`src/rtl/disp_pkg.sv`:
```
// disp_pkg: shared types and constants for the display scheduler.
//   disp_state_t : page FSM encoding
//   SEG_BLANK    : all segments off (active-low)
//   AN_OFF       : all anodes off (active-low)
//   HEX_SEG      : hex digit 0..F -> {g,f,e,d,c,b,a}, active-low
package disp_pkg;

    typedef enum logic [1:0] {
        IDLE    = 2'd0,
        SHOW_LO = 2'd1,
        SHOW_HI = 2'd2
    } disp_state_t;

    localparam logic [6:0] SEG_BLANK = 7'b1111111;
    localparam logic [3:0] AN_OFF    = 4'b1111;

    localparam logic [6:0] HEX_SEG [16] = '{
        7'b1000000,  // 0
        7'b1111001,  // 1
        7'b0100100,  // 2
        7'b0110000,  // 3
        7'b0011001,  // 4
        7'b0010010,  // 5
        7'b0000010,  // 6
        7'b1111000,  // 7
        7'b0000000,  // 8
        7'b0010000,  // 9
        7'b0001000,  // A
        7'b0000011,  // b
        7'b1000110,  // C
        7'b0100001,  // d
        7'b0000110,  // E
        7'b0001110   // F
    };

endpackage

```
`src/rtl/display_scheduler_hex_to_seg7.sv`:
```
// hex_to_seg7: combinational hex nibble to 7-segment decoder.
//   nibble : 4-bit value to show
//   seg    : active-low segments {g,f,e,d,c,b,a}
module hex_to_seg7
    import disp_pkg::*;
(
    input  logic [3:0] nibble,
    output logic [6:0] seg
);

    assign seg = HEX_SEG[nibble];

endmodule

```
`src/rtl/display_scheduler.sv`:
```
// display_scheduler: time-shares a 4-digit 7-segment display between
// NUM_SRC 32-bit debug sources, two 16-bit pages per source (low, then high).
// Pages advance on a dwell timer or a debounced push-button step.
//
// Ports:
//   clk, reset   : clock, synchronous active-high reset
//   src_data     : NUM_SRC packed 32-bit values, source i at [32*i+31:32*i]
//   src_valid    : per-source display request
//   btn_next     : raw asynchronous push-button, step to next page
//   hold         : freeze the dwell timer
//   seg, an      : active-low segments {g,f,e,d,c,b,a} and digit anodes
//   cur_src      : index of the source shown
//   cur_half     : 0 = bits [15:0], 1 = bits [31:16]
//   dp           : active-low decimal point (only with DISP_DP_INDICATOR_EN)
//
// Build option: define DISP_DP_INDICATOR_EN to add the dp output, lit on the
// leftmost digit while the high half is shown.
//
// state   | meaning
// IDLE    | no source valid, display blank
// SHOW_LO | showing bits [15:0] of cur_src
// SHOW_HI | showing bits [31:16] of cur_src
module display_scheduler
    import disp_pkg::*;
#(
    parameter int NUM_SRC         = 4,
    parameter int DWELL_CYCLES    = 100000000,
    parameter int DEBOUNCE_CYCLES = 1000000,
    parameter int SCAN_BITS       = 18
) (
    input  logic                       clk,
    input  logic                       reset,
    input  logic [NUM_SRC*32-1:0]      src_data,
    input  logic [NUM_SRC-1:0]         src_valid,
    input  logic                       btn_next,
    input  logic                       hold,
    output logic [6:0]                 seg,
    output logic [3:0]                 an,
`ifdef DISP_DP_INDICATOR_EN
    output logic                       dp,
`endif
    output logic [$clog2(NUM_SRC)-1:0] cur_src,
    output logic                       cur_half
);

    localparam int SRC_W = $clog2(NUM_SRC);
    localparam int DW_W  = $clog2(DWELL_CYCLES + 1);
    localparam int DB_W  = $clog2(DEBOUNCE_CYCLES + 1);

    disp_state_t          state, state_nxt;
    logic [SRC_W-1:0]     src_nxt;
    logic                 half_nxt;
    logic                 page_load;
    logic [DW_W-1:0]      dwell_cnt;
    logic                 dwell_expire;
    logic                 btn_s1, btn_s2, db_level, db_prev;
    logic [DB_W-1:0]      db_cnt;
    logic                 step;
    logic                 advance;
    logic [15:0]          half_words [2*NUM_SRC];
    logic [15:0]          snapshot;
    logic [SCAN_BITS-1:0] scan_cnt;
    logic [1:0]           sel;
    logic [3:0]           an_q;
    logic [3:0]           nib_q;
    logic [6:0]           seg_dec;

    // First valid source at or after 'start', wrapping; lowest offset wins.
    function automatic logic [SRC_W-1:0] rr_pick(input logic [NUM_SRC-1:0] v,
                                                  input int start);
        logic [SRC_W-1:0] pick;
        int idx;
        pick = '0;
        for (int i = NUM_SRC - 1; i >= 0; i--) begin
            idx = (start + i) % NUM_SRC;
            if (v[idx[SRC_W-1:0]]) pick = idx[SRC_W-1:0];
        end
        return pick;
    endfunction

    always_comb begin
        for (int i = 0; i < 2*NUM_SRC; i++) half_words[i] = src_data[16*i +: 16];
    end

    // Button: 2-flop synchronizer, then level accepted after it differs
    // for DEBOUNCE_CYCLES consecutive cycles.
    always_ff @(posedge clk) begin
        if (reset) begin
            btn_s1   <= 1'b0;
            btn_s2   <= 1'b0;
            db_level <= 1'b0;
            db_prev  <= 1'b0;
            db_cnt   <= '0;
        end else begin
            btn_s1  <= btn_next;
            btn_s2  <= btn_s1;
            db_prev <= db_level;
            if (btn_s2 != db_level) begin
                if (db_cnt == DB_W'(DEBOUNCE_CYCLES - 1)) begin
                    db_level <= btn_s2;
                    db_cnt   <= '0;
                end else begin
                    db_cnt <= db_cnt + 1'b1;
                end
            end else begin
                db_cnt <= '0;
            end
        end
    end

    assign step         = db_level & ~db_prev;
    assign dwell_expire = (state != IDLE) && !hold && (dwell_cnt == DW_W'(DWELL_CYCLES - 1));
    // Expiry and step in the same cycle collapse into one advance.
    assign advance      = dwell_expire | step;

    always_comb begin
        state_nxt = state;
        src_nxt   = cur_src;
        half_nxt  = cur_half;
        page_load = 1'b0;
        case (state)
            IDLE: begin
                if (|src_valid) begin
                    state_nxt = SHOW_LO;
                    src_nxt   = rr_pick(src_valid, 0);
                    half_nxt  = 1'b0;
                    page_load = 1'b1;
                end
            end
            SHOW_LO, SHOW_HI: begin
                if (!src_valid[cur_src]) begin
                    page_load = 1'b1;
                    if (|src_valid) begin
                        state_nxt = SHOW_LO;
                        src_nxt   = rr_pick(src_valid, int'(cur_src) + 1);
                        half_nxt  = 1'b0;
                    end else begin
                        state_nxt = IDLE;
                    end
                end else if (advance) begin
                    page_load = 1'b1;
                    if (state == SHOW_LO) begin
                        state_nxt = SHOW_HI;
                        half_nxt  = 1'b1;
                    end else begin
                        state_nxt = SHOW_LO;
                        half_nxt  = 1'b0;
                        src_nxt   = rr_pick(src_valid, int'(cur_src) + 1);
                    end
                end
            end
            default: state_nxt = IDLE;
        endcase
    end

    always_ff @(posedge clk) begin
        if (reset) begin
            state     <= IDLE;
            cur_src   <= '0;
            cur_half  <= 1'b0;
            dwell_cnt <= '0;
            snapshot  <= '0;
        end else begin
            state    <= state_nxt;
            cur_src  <= src_nxt;
            cur_half <= half_nxt;
            if (state == IDLE || page_load) begin
                dwell_cnt <= '0;
            end else if (!hold) begin
                dwell_cnt <= dwell_cnt + 1'b1;
            end
            if (page_load) snapshot <= half_words[{src_nxt, half_nxt}];
        end
    end

    assign sel = scan_cnt[SCAN_BITS-1 -: 2];

    always_ff @(posedge clk) begin
        if (reset) begin
            scan_cnt <= '0;
            an_q     <= AN_OFF;
            nib_q    <= '0;
        end else begin
            scan_cnt <= scan_cnt + 1'b1;
            case (sel)
                2'd0:    begin an_q <= 4'b1110; nib_q <= snapshot[3:0];   end
                2'd1:    begin an_q <= 4'b1101; nib_q <= snapshot[7:4];   end
                2'd2:    begin an_q <= 4'b1011; nib_q <= snapshot[11:8];  end
                default: begin an_q <= 4'b0111; nib_q <= snapshot[15:12]; end
            endcase
            if (state == IDLE) an_q <= AN_OFF;
        end
    end

    hex_to_seg7 u_hex_to_seg7 (
        .nibble (nib_q),
        .seg    (seg_dec)
    );

    // Blanking keys off the registered anodes so seg never disagrees with an.
    assign an  = an_q;
    assign seg = (an_q == AN_OFF) ? SEG_BLANK : seg_dec;

`ifdef DISP_DP_INDICATOR_EN
    logic dp_q;

    always_ff @(posedge clk) begin
        if (reset) begin
            dp_q <= 1'b1;
        end else begin
            dp_q <= !((state != IDLE) && (sel == 2'd3) && cur_half);
        end
    end

    assign dp = dp_q;
`endif

endmodule
```
`config.mk`:
```
export PLATFORM = sky130hd
export DESIGN_NAME = display_scheduler
export DESIGN_NICKNAME = d
export VERILOG_FILES = /design/src/rtl/disp_pkg.sv /design/src/rtl/display_scheduler_hex_to_seg7.sv /design/src/rtl/display_scheduler.sv
export SDC_FILE = /design/constraint.sdc
export NUM_CORES = 1
export LEC_CHECK = 0
export CAP_MARGIN = 20
export CORE_MARGIN = 1
export CORE_UTILIZATION = 57
export DETAILED_ROUTE_END_ITERATION = 8
export PLACE_DENSITY = 0.87
export SYNTH_ARGS = -nofsm -noshare
export SYNTH_HDL_FRONTEND = slang
export SYNTH_SLANG_ARGS = --single-unit
```
`constraint.sdc`:
```
create_clock -name clk -period 7.2 [get_ports clk]
set_input_delay 1.44 -clock clk [delete_from_list [all_inputs] [get_ports clk]]
set_output_delay 1.44 -clock clk [all_outputs]
set_load 0.02 [all_outputs]
```
## After elaboration in Yosys (flattened, before gate mapping)

Memories as Yosys holds them, arrays and structs flattened.
Cells that the tools add are included.

| storage, ports and cells | value |
|---|---|
| output and inout bits | 14 |
| memories | 1 |
| flip-flop bits (word level) | 98 |
| word-level logic and storage cells | 105 |
| memory bits (read-only) | 112 |

Memories:

| name | depth | width | rd ports | clocked after Yosys merged registers in | write ports | RTL line | RTL |
|---|---|---|---|---|---|---|---|
| (no name shown) | 16 | 7 | 1 | 0 | 0 | display_scheduler_hex_to_seg7.sv:11 | `assign seg = HEX_SEG[nibble];` |

| operators by class | value |
|---|---|
| bitwise gates (word level) | 6 |
| eq/ne operators | 10 |
| multiplexer cells | 47 |
| reductions and logical operators | 14 |
| add/sub/neg operators | 7 |
| magnitude comparators | 7 |

Operators by type and width:

| kind | number |
|---|---|
| binary-select mux 16 bit (select 3 bit) | 1 |
| two-way mux 2 bit | 17 |
| two-way mux 16 bit | 2 |
| adder 27 x 1 -> 27 bit, second input constant | 1 |
| == test 27 bit, second input constant | 1 |
| case mux 4 bit (3 select lines) | 2 |
| two-way mux 7 bit | 3 |
| adder 20 x 1 -> 20 bit, second input constant | 1 |
| == test 20 bit, second input constant | 1 |
| adder 18 x 1 -> 18 bit, second input constant | 1 |
| less-than comparator 2 x 3 -> 1 bit, second input constant | 5 |
| two-way mux 1 bit | 13 |
| binary-select mux 1 bit (select 2 bit) | 5 |
| case mux 2 bit (2 select lines) | 2 |
| OR reduction 2 bit | 3 |
| greater-or-equal comparator 5 bit, second input constant | 1 |
| NOT 4 -> 5 bit | 1 |
| adder 2 x 1 -> 2 bit, second input constant | 2 |
| adder 2 bit, second input constant | 2 |
| == test 2 x 1 -> 1 bit, second input constant | 2 |
| == test 2 bit, second input constant | 2 |
| == test 4 bit, second input constant | 1 |
| greater-or-equal comparator 4 bit, second input constant | 1 |
| logical NOT 2 bit | 2 |
| other kinds (15) | 19 |

## Longest topological paths before layout

Gate-level depths: netlist of the first run.

| logic depth | value |
|---|---|
| word-level depth | 16 |
| mapped depth | 13 |
| depth with buffers taken out | 9 |

## Cells and area by module

A second synthesis of the first run with hierarchy kept.

| second synthesis, totals | value |
|---|---|
| cells, all modules | 688 |
| area, all modules | 5,664.2 um^2 |

Modules (own cells, without submodules):

| module | area each (um^2) | instances | cells an instance |
|---|---|---|---|
| display_scheduler | 5,395.2 | 1 | 655 |
| hex_to_seg7 | 269.0 | 1 | 33 |

## Worst setup path before layout of the first run

Ideal clock, no wire load.

| timing path | value |
|---|---|
| kind | input to register |
| from | input src_valid[3] |
| to | register snapshot[5] |
| setup slack | 3.808 ns |
| path buffers | 2 |
| required time | 7.114 ns |
| data arrival time | 3.306 ns |
| cell stages on the path | 8 |
| setup time | 0.086 ns |
| path through | mux4_2 > o2111a_1 > a21o_1 > buf_6 > buf_2 > o311ai_0 > mux2i_1 > a221oi_2 |

| between the ends | value |
|---|---|
| longest elaborated chain between the ends | 14 |

Ends and longest elaborated chain:

| element | RTL line | RTL |
|---|---|---|
| start: declaration | display_scheduler.sv:34 | `input logic [NUM_SRC-1:0] src_valid,` |
| binary-select mux 1 bit (select 2 bit) | display_scheduler.sv:76 | `if (v[idx[SRC_W-1:0]]) pick = idx[SRC_W-1:0];` |
| two-way mux 1 bit (implied by the code) | display_scheduler.sv:76 |  |
| two-way mux 2 bit (4 in a row) | display_scheduler.sv:76 |  |
| two-way mux 2 bit | display_scheduler.sv:142 | `if (state == SHOW_LO) begin` |
| two-way mux 2 bit | display_scheduler.sv:140 | `end else if (advance) begin` |
| two-way mux 2 bit | display_scheduler.sv:131 | `if (!src_valid[cur_src]) begin` |
| case mux 2 bit (2 select lines) | display_scheduler.sv:121 | `case (state)` |
| NOT 3 -> 4 bit (implied by the code) | display_scheduler.sv:172 | `if (page_load) snapshot <= half_words[{src_nxt, half_nxt}];` |
| binary-select mux 16 bit (select 3 bit) | display_scheduler.sv:172 |  |
| two-way mux 16 bit (implied by the code) (2 in a row) | display_scheduler.sv:172 |  |
| end signal: assignment | display_scheduler.sv:172 |  |
| end: declaration | display_scheduler.sv:61 | `logic [15:0] snapshot;` |

Parallel ways exist; a longest one is shown, timed or not. The select of a mux whose other input is x is not followed.
A chain may end at the register's enable or synchronous reset.

## Worst setup path after layout of the first run

| timing path | value |
|---|---|
| from | input hold |
| to | register snapshot[3] |

| between the ends | value |
|---|---|
| longest elaborated chain between the ends | 11 |

Ends and longest elaborated chain:

| element | RTL line | RTL |
|---|---|---|
| start: declaration | display_scheduler.sv:36 | `input logic hold,` |
| logical NOT 1 bit (*) | - |  |
| logical AND 1 bit (*) (2 in a row) | display_scheduler.sv:112 | `assign dwell_expire = (state != IDLE) && !hold && (dwell_cnt == DW_W'(DWELL_CYCLES - 1));` |
| OR 1 bit (*) | display_scheduler.sv:114 | `assign advance = dwell_expire \| step;` |
| two-way mux 1 bit / two-way mux 2 bit (equally long branches) | display_scheduler.sv:140 |  |
| two-way mux 1 bit / two-way mux 2 bit (equally long branches) | display_scheduler.sv:131 |  |
| case mux 1 bit (2 select lines) / case mux 2 bit (2 select lines) (equally long branches) | display_scheduler.sv:121 |  |
| NOT 3 -> 4 bit (implied by the code) | display_scheduler.sv:172 |  |
| binary-select mux 16 bit (select 3 bit) | display_scheduler.sv:172 |  |
| two-way mux 16 bit (implied by the code) (2 in a row) | display_scheduler.sv:172 |  |

Mark *: on every way between the ends. The rest lies on a longest branch, timed or not. The select of a mux whose other input is x is not followed.

==> results of run 1 <==
-- how the worst max path moves through the flow --
stage          slack, ps  cells past startpoint         start                        end
3_5_place_dp        1930                     10          hold   snapshot[9]$_SDFFE_PP0P_
4_1_cts             2260                     10          hold   snapshot[3]$_SDFFE_PP0P_
6_report            2350                     11          hold   snapshot[3]$_SDFFE_PP0P_
3_3_place_gp        2060                     10          hold  snapshot[12]$_SDFFE_PP0P_
2_1_floorplan       3810                      8  src_valid[3]   snapshot[5]$_SDFFE_PP0P_
5_1_grt             2120                     11          hold   snapshot[3]$_SDFFE_PP0P_
-- cell families after synthesis --
kind of cell / share of synthesized area
AOI/OAI and AO/OA: 0.313
xor gates and xnor gates: 0.0637
adders and majority gates: 0.0199
buffers and inverters: 0.0932
DFF: 0.260
muxes: 0.0727
and+or+nand+nor: 0.178
-- area by class of cell --
class / count / area (um2)
clock inverter: 4 / 51.3
multi-input combinational: 667 / 4940
clock buffer: 12 / 246
inverter: 79 / 297
fill: 937 / 3430
tap: 172 / 215
timing repair buffer: 162 / 1630
sequential: 98 / 1960
-- registers in the layout, summed over array words and instances (netlist names) --
| register | cells |
|---|---|
| an | 4 |
| btn_s1 | 1 |
| btn_s2 | 1 |
| cur_half | 1 |
| cur_src | 2 |
| db_cnt | 20 |
| db_level | 1 |
| db_prev | 1 |
| dwell_cnt | 27 |
| nib_q | 4 |
| scan_cnt | 18 |
| snapshot | 16 |
| state | 2 |
-- power by group through the flow --
stage          clock network (W)  logic [W]  registers [W]
4_1_cts                 0.000490   0.000947       0.000655
3_3_place_gp                   0   0.000928       0.000663
2_1_floorplan                  0   0.000721       0.000645
5_1_grt                 0.000510    0.00104       0.000662
6_report                0.000489   0.000964       0.000658
3_5_place_dp                   0   0.000944       0.000667
-- Yosys cell counts (all sizes together), types with 2 or more instances --
library cell	number	share of area
o211ai	68	0.068
o21ai	11	0.0073
dfxtp	98	0.26
nand4	11	0.0091
a221oi	16	0.027
nor4	4	0.0061
nor3	6	0.0046
mux2i	38	0.050
mux2	3	0.0045
ha	12	0.020
nand2b	8	0.0066
buf	29	0.028
o22a	2	0.0023
and3	11	0.0091
a32oi	2	0.0033
xnor2	20	0.023
o21bai	17	0.017
nand2	94	0.047
a21boi	3	0.0030
nor2b	15	0.012
nand3	29	0.019
clkbuf	51	0.026
and4	5	0.0058
a21oi	12	0.0084
nand4b	3	0.0043
xor2	35	0.041
a21o	2	0.0020
a31oi	2	0.0017
and2	2	0.0017
or3	6	0.0050
inv	79	0.039
o2bb2a	64	0.085
o311ai	67	0.080
mux4	6	0.018
nor2	79	0.040
-- critical path, delay by kind of cell --
kind,cells,cell delay (ps)
and+or+nand+nor,2,690
AOI/OAI and AO/OA,4,750
buffers and inverters,4,1800
muxes,1,320
-- per-stage QoR --
step,area (um2),util,cells,setup WS [ps],power (W)
6_report,9340,0.731,1194,2350,0.00211
2_1_floorplan,7560,-,924,3810,0.00137
3_5_place_dp,9000,0.705,1176,1930,0.00161
3_3_place_gp,9000,0.705,1176,2060,0.00159
4_1_cts,9300,0.728,1192,2260,0.00209
5_1_grt,9340,0.731,1194,2120,0.00221
-- cell usage in the layout (no fill, tap or decap), types with 20 or more instances in the layout --
| master | synthesis | routed |
|---|---|---|
| clkdlybuf4s50_1 | 0 | 149 |
| dfxtp_1 | 98 | 98 |
| nand2_1 | 94 | 94 |
| inv_1 | 79 | 79 |
| nor2_1 | 78 | 78 |
| o211ai_1 | 68 | 68 |
| o2bb2a_1 | 64 | 64 |
| mux2i_1 | 38 | 37 |
| o311ai_0 | 36 | 36 |
| xor2_1 | 35 | 35 |
| o311ai_1 | 30 | 30 |
| nand3_1 | 29 | 29 |
| xnor2_1 | 20 | 20 |
-- metal layers --
layer  GRT usage  vias to the layer above  part of all wire
met1       0.396                     3476              0.41
met3      0.0644                       91             0.070
met2       0.521                      343              0.47
met4       0.182                        0             0.054
li1            -                     3615                 -
met5           0                        -                 0
==> flow_summary.ini, run 1 <==
[status]
outcome = complete, no violations

[timing]
rsz0062_at_grt = false
hold_viol_final = 0
clock_skew_ps = 6.30
worst_pin_slew_ps = 971
drv_slew = 0
fmax_mhz = 206
period_needed_ps = 4850
hold_ws_ps = 439
fin_tns_setup_ps = 0
timing.final.crit_share = 0.673
slew_headroom = 0.353
setup_viol = 0

[critical_path]
worstReg2RegStart = state[0]$_SDFFE_PP0P_
path_cells = clkdlybuf4s50_1 -> nand4b_2 -> nor2_2 -> a32o_4 -> buf_4 -> buf_12 -> o2111ai_1 -> o311ai_4 -> buf_4 -> mux2i_1 -> a221oi_1
cpPeakStageDelay_ps = 510
crit_required_ps = 7390
crit_slowest_cell = buf_4
r2r_cells = 12
end_kind = flop
rrSetupSlack_ps = 3180
r2r-end = snapshot[3]$_SDFFE_PP0P_
start_kind = input pin
critPathMostFrequentCell = buf_4
path_max_fanout = 67
worstPathArrival_ps = 5040
criticalPathCategory = in -> reg

[final_layout]
area_growth_pct = 23.6
drive_gt1_frac = 0.0607
num_antenna_cells = 0
layout.nets = 1165

[clock_network]
h-tree-depth = 3
clockBufferDepth = 2
root_buffer = clkbuf_16
cts_sinks = 98
path_clk_slew_ps = 60
post_cts_buffers = 0
clock_latency_ps = 350
cts_resized = 0
cts_buffers = 9
cts_hold_buf = 0
cts_tree = built

[synthesis]
synth-seq-cells = 98
synth-warning-count = 0
synth_area_per_cell_um2 = 8.18
synth_edf_count = 0
synth_nets = 1072
synthDistinctLibCells = 65
async_reset_ff_frac = 0
netlist_instances = 924
netlist_area_um2 = 7560
synth_flop_cell = dfxtp_1
ys_seq_area_frac = 0.260

[place]
portBuffers = 149
place_hpwl_um = 14700
gp_congestion = 0.898

[power_and_ir_drop]
seq_power_share = 0.312
comb_power_share = 0.457
ir_drop_mv = 0.161
p_sw_w = 0.000823
p_per_area_nw_per_um2 = 226
p_int_w = 0.00129
clockPowerShare = 0.232
power.leakage_nw = 3.27
swShare = 0.390

[global_route]
grt_pass1_wl_um = 34600
grt_max_degree = 130
grt_pass1_vias = 6981
overflow = 0
antenna_found_initial = 0
grt_use_total = 0.321

[detailed_routing]
drtPass1Iterations = 5
drt-total-wl_um = 21300
drc = 0
ant_nets = 0
wire_per_inst_um = 17.8
num_vias = 7525
first_iter_violations = 749
via_per_inst = 6.30

[min_path]
hold_end = btn_s2$_SDFF_PP0_
min_path_cells = 1
worstHoldStart = btn_s1$_SDFF_PP0_
hold_class = reg -> reg

[floorplanning]
die_x_um = 117
die_y_um = 117
coreArea_um2 = 12800
die_area_um2 = 13700
pin_count = 150
rows = 41
start_util = 0.592

[run]
drv_cap = 0
(Power assumes the default switching activity.)
==> inputs of run 2 (changes only) <==
CORE_UTILIZATION = 48   (was 57)
PLACE_DENSITY = 0.78   (was 0.87)
clock period = 4.2 ns   (was 7.2 ns; I/O delays follow)
==> flow_summary.ini, run 2 (synthesis results as in run 1) <==
[timing]
period_needed_ps = 3660
fin_tns_setup_ps = 0
fin_ws_ps = 536
fmax_mhz = 273
setup_viol = 0
hold_viol_final = 0
clock_skew_ps = 9.96
drv_slew = 0
rsz0062_at_grt = false
worst_pin_slew_ps = 896
timing.final.crit_share = 0.872
hold_ws_ps = 447
slew_headroom = 0.403

[min_path]
hold_end = scan_cnt[0]$_SDFF_PP0_
hold_class = reg -> reg
min_path_cells = 1
worstHoldStart = scan_cnt[0]$_SDFF_PP0_

[floorplanning]
start_util = 0.495
die_y_um = 127
pin_count = 150
die_area_um2 = 16300
die_x_um = 127
rows = 45
coreArea_um2 = 15300

[critical_path]
path_cells = clkdlybuf4s50_1 -> mux4_2 -> o2111a_2 -> a21o_2 -> buf_12 -> buf_4 -> o311ai_0 -> mux2i_1 -> a221oi_2
start_kind = input pin
end_kind = flop
worstPathArrival_ps = 3910
criticalPathCategory = in -> reg
crit_required_ps = 4450
crit_slowest_cell = mux4_2
path_max_fanout = 27
cpPeakStageDelay_ps = 600
r2r-end = snapshot[12]$_SDFFE_PP0P_
r2r_cells = 11
worstReg2RegStart = state[0]$_SDFFE_PP0P_
rrSetupSlack_ps = 690

[global_route]
overflow = 0
grt_max_degree = 65
antenna_found_initial = 0
grt_pass1_vias = 7036
grt_use_total = 0.274
grt_pass1_wl_um = 35800

[final_layout]
final_area_um2 = 9540
layout.nets = 1184
layout_commonest_cell = clkdlybuf4s50_1
drive_gt1_frac = 0.0780
largest_reg_flops = 27
area_growth_pct = 26.2
num_antenna_cells = 0
layout_common_cells = clkdlybuf4s50_1 (149), dfxtp_1 (98), nand2_1 (94), inv_1 (79), nor2_1 (78)
top_regs = dwell_cnt: 27 flops, db_cnt: 20 flops, scan_cnt: 18 flops
top_register = dwell_cnt

[detailed_routing]
drtPass1Iterations = 5
ant_nets = 0
via_per_inst = 6.02
drc = 0
met2_length_um = 10200
dr_wl_met3_um = 1420
wire_per_inst_um = 17.5
first_iter_violations = 601
drt-total-wl_um = 21900
num_vias = 7517
highest_layer = met4
routedLengthMet1_um = 9380

[clock_network]
h-tree-depth = 3
root_buffer = clkbuf_16
path_clk_slew_ps = 60
cts_sinks = 98
cts_resized = 0
cts_tree = built
cts_hold_buf = 0
cts_buffers = 9
clock_latency_ps = 350
clockBufferDepth = 2
post_cts_buffers = 0

[run]
drv_cap = 0

[power_and_ir_drop]
clockPowerShare = 0.205
p_sw_w = 0.00144
swShare = 0.394
ir_drop_mv = 0.251
seq_power_share = 0.309
p_total_w = 0.00364
p_per_area_nw_per_um2 = 382
power.leakage_nw = 3.37
p_int_w = 0.00221
comb_power_share = 0.486

[place]
place_hpwl_um = 15700
dp_slack_ps = 247
gp_congestion = 0.877
post_dp_cell_area_um2 = 9290
portBuffers = 149

[status]
outcome = complete, no violations
==> run 2: cell types whose count changed in the layout (fill, tap and decap cells not counted) <==
cell	previous run	this run
a21o_1	2	1
a21o_2	0	1
buf_12	3	7
buf_4	10	25
bufinv_16	1	0
clkbuf_1	2	0
clkinv_2	1	2
clkinvlp_4	1	0
==> run 2: metrics by stage <==
step,std cells,util
after CTS,1249,0.625
after detailed placement,1236,0.609
after global routing,1249,0.625
after floorplan,924,-
after global placement,1236,0.609
final,1249,0.625
==> run 2: worst max path at each step <==
stage,end,slack [ps],startpoint
floorplan,snapshot[5]$_SDFFE_PP0P_,1410,src_valid[3]
global placement,snapshot[9]$_SDFFE_PP0P_,370,src_valid[3]
detailed placement,snapshot[12]$_SDFFE_PP0P_,250,src_valid[0]
CTS,snapshot[12]$_SDFFE_PP0P_,580,src_valid[0]
global route,snapshot[12]$_SDFFE_PP0P_,330,src_valid[3]
finish,snapshot[12]$_SDFFE_PP0P_,540,src_valid[0]
==> run 2: power by group through the flow <==
stage	logic [W]	clock network (W)	registers, W
final	0.00177	0.000746	0.00113
after global routing	0.00190	0.000801	0.00113
after CTS	0.00176	0.000755	0.00112
after detailed placement	0.00175	0	0.00114
after global placement	0.00173	0	0.00114
after floorplan	0.00124	0	0.00111
==> run 2: area by class of cell <==
class | instances | area, um2
timing repair buffer | 181 | 1820
clock inverter | 3 | 18.8
clock buffer | 10 | 239
inverter | 79 | 297
sequential | 98 | 1960
multi-input combinational | 667 | 4940
fill | 1296 | 5720
tap | 211 | 264
==> run 2: routing by layer <==
metal / track usage / vias to the layer above
met5: 0 / -
met4: 0.114 / 0
met3: 0.0653 / 54
met2: 0.439 / 287
met1: 0.352 / 3538
li1: - / 3638
==> run 2: critical path, delay by kind of cell <==
| kind | cells | cell delay [ps] |
|---|---|---|
| buf+inv | 3 | 930 |
| compound gates | 4 | 1370 |
| mux | 2 | 760 |
==> inputs of run 3 (changes only) <==
CELL_PAD_IN_SITES_DETAIL_PLACEMENT = 1   (was unset)
CELL_PAD_IN_SITES_GLOBAL_PLACEMENT = 2   (was unset)
CORE_UTILIZATION = 28   (was 48)
PLACE_DENSITY = unset   (was 0.78)
PLACE_DENSITY_LB_ADDON = 0.1   (was unset)
==> flow_summary.ini, run 3 (synthesis results as in run 1) <==
[timing]
drv_slew = 0
fin_ws_ps = 406
setup_viol = 0
slew_headroom = 0.375
fmax_mhz = 264
period_needed_ps = 3790
clock_skew_ps = 12.3
hold_viol_final = 0
timing.final.crit_share = 0.903
hold_ws_ps = 447
rsz0062_at_grt = false
worst_pin_slew_ps = 937
fin_tns_setup_ps = 0

[floorplanning]
start_util = 0.288
die_area_um2 = 27700
coreArea_um2 = 26300
pin_count = 150
die_y_um = 166
die_x_um = 166
rows = 59

[critical_path]
r2r-end = snapshot[8]$_SDFFE_PP0P_
criticalPathCategory = in -> reg
cp-endpoint = snapshot[8]$_SDFFE_PP0P_
setup.worst_path.start = src_valid[0]
end_kind = flop
path_max_fanout = 38
worstPathArrival_ps = 4050
r2r_cells = 10
worstReg2RegStart = state[0]$_SDFFE_PP0P_
start_kind = input pin
crit_required_ps = 4460
rrSetupSlack_ps = 720

[detailed_routing]
drt-total-wl_um = 27000
first_iter_violations = 392
dr_wl_met3_um = 1010
wire_per_inst_um = 19.8
num_vias = 7264
drc = 6
met2_length_um = 12900
ant_nets = 0
via_per_inst = 5.32
highest_layer = met4
drtPass1Iterations = 6
routedLengthMet1_um = 12900

[final_layout]
area_growth_pct = 27.5
largest_reg_flops = 27
layout.nets = 1173
layout_commonest_cell = clkdlybuf4s50_1
fillerInstances = 3107
drive_gt1_frac = 0.0709
top_register = dwell_cnt
layout_common_cells = clkdlybuf4s50_1 (149), dfxtp_1 (98), nand2_1 (94), inv_1 (79), nor2_1 (78)
final_area_um2 = 9640
top_regs = dwell_cnt: 27 flops, db_cnt: 20 flops, scan_cnt: 18 flops

[power_and_ir_drop]
clockPowerShare = 0.219
seq_power_share = 0.301
ir_drop_mv = 0.252
p_int_w = 0.00218
swShare = 0.418
power.leakage_nw = 3.32
p_sw_w = 0.00157
p_total_w = 0.00375
comb_power_share = 0.480
p_per_area_nw_per_um2 = 389

[run]
drv_cap = 0

[global_route]
grt_pass1_wl_um = 43900
overflow = 0
grt_max_degree = 79
grt_pass1_vias = 7466
antenna_found_initial = 1
grt_use_total = 0.199

[min_path]
hold_class = reg -> reg

[place]
gp_congestion = 0.806
dp_slack_ps = 90.6
place_hpwl_um = 19300
portBuffers = 149
post_dp_cell_area_um2 = 9350

[clock_network]
cts_buffers = 9
post_cts_buffers = 0
clockBufferDepth = 2
cts_hold_buf = 0
path_clk_slew_ps = 80
clock_latency_ps = 350
cts_tree = built
cts_sinks = 98
root_buffer = clkbuf_16
h-tree-depth = 3
cts_resized = 0

[status]
violations = DRC
outcome = finished, violations left
==> run 3: cell types whose count changed in the layout (fill, tap and decap cells not counted) <==
cell / previous run / this run
nor2b_2: 1 / 0
nor2b_4: 0 / 1
clkbuf_8: 1 / 0
clkinvlp_4: 0 / 1
buf_4: 25 / 15
clkinv_4: 1 / 2
clkinv_2: 2 / 1
inv_8: 0 / 2
buf_12: 7 / 6
diode_2: 0 / 1
inv_6: 0 / 1
==> run 3: metrics by stage <==
stage | cells | util
CTS | 1365 | 0.367
global route | 1365 | 0.367
finish | 1366 | 0.367
global placement | 1349 | 0.356
floorplan | 924 | -
detailed placement | 1349 | 0.356
==> run 3: worst min path at each step <==
| stage | startpoint | end | slack (ps) | cells after the start |
|---|---|---|---|---|
| after floorplan | scan_cnt[0]$_SDFF_PP0_ | scan_cnt[0]$_SDFF_PP0_ | 410 | 1 |
| after global placement | scan_cnt[0]$_SDFF_PP0_ | scan_cnt[0]$_SDFF_PP0_ | 420 | 1 |
| after detailed placement | scan_cnt[0]$_SDFF_PP0_ | scan_cnt[0]$_SDFF_PP0_ | 430 | 1 |
| after CTS | scan_cnt[0]$_SDFF_PP0_ | scan_cnt[0]$_SDFF_PP0_ | 450 | 1 |
| after global routing | btn_s1$_SDFF_PP0_ | btn_s2$_SDFF_PP0_ | 460 | 1 |
| final | scan_cnt[0]$_SDFF_PP0_ | scan_cnt[0]$_SDFF_PP0_ | 450 | 1 |
==> run 3: final cells by class <==
cell class              count  area, um2  share of cell area
clock buffers               9        225              0.0234
clock inverters             7       61.3             0.00636
diodes                      1       2.50            0.000260
repair buffers            170       1720               0.179
well taps                 335        419              0.0435
inverters                  79        297              0.0308
flip-flops and latches     98       1960               0.204
multi-input cells         667       4950               0.513
==> run 3: metal layers <==
metal  vias to the layer above  global-route usage
li1                       3619                   -
met1                      3499               0.270
met2                       134               0.336
met3                        12              0.0346
met4                         0              0.0314
met5                         -                   0
==> run 3: critical path, cell delays in order <==
cell and delay, ps:
clkdlybuf4s50_1 560, mux4_2 620, o2111a_2 330, a21o_2 240
buf_12 170, o311ai_0 740, mux2i_1 250, a221oi_2 260
==> run 3: power groups by stage <==
stage	registers [W]	logic (W)	clock network, W
floorplan	0.00111	0.00124	0
global placement	0.00115	0.00182	0
detailed placement	0.00115	0.00182	0
CTS	0.00113	0.00183	0.000855
global route	0.00114	0.00194	0.000893
finish	0.00113	0.00180	0.000823
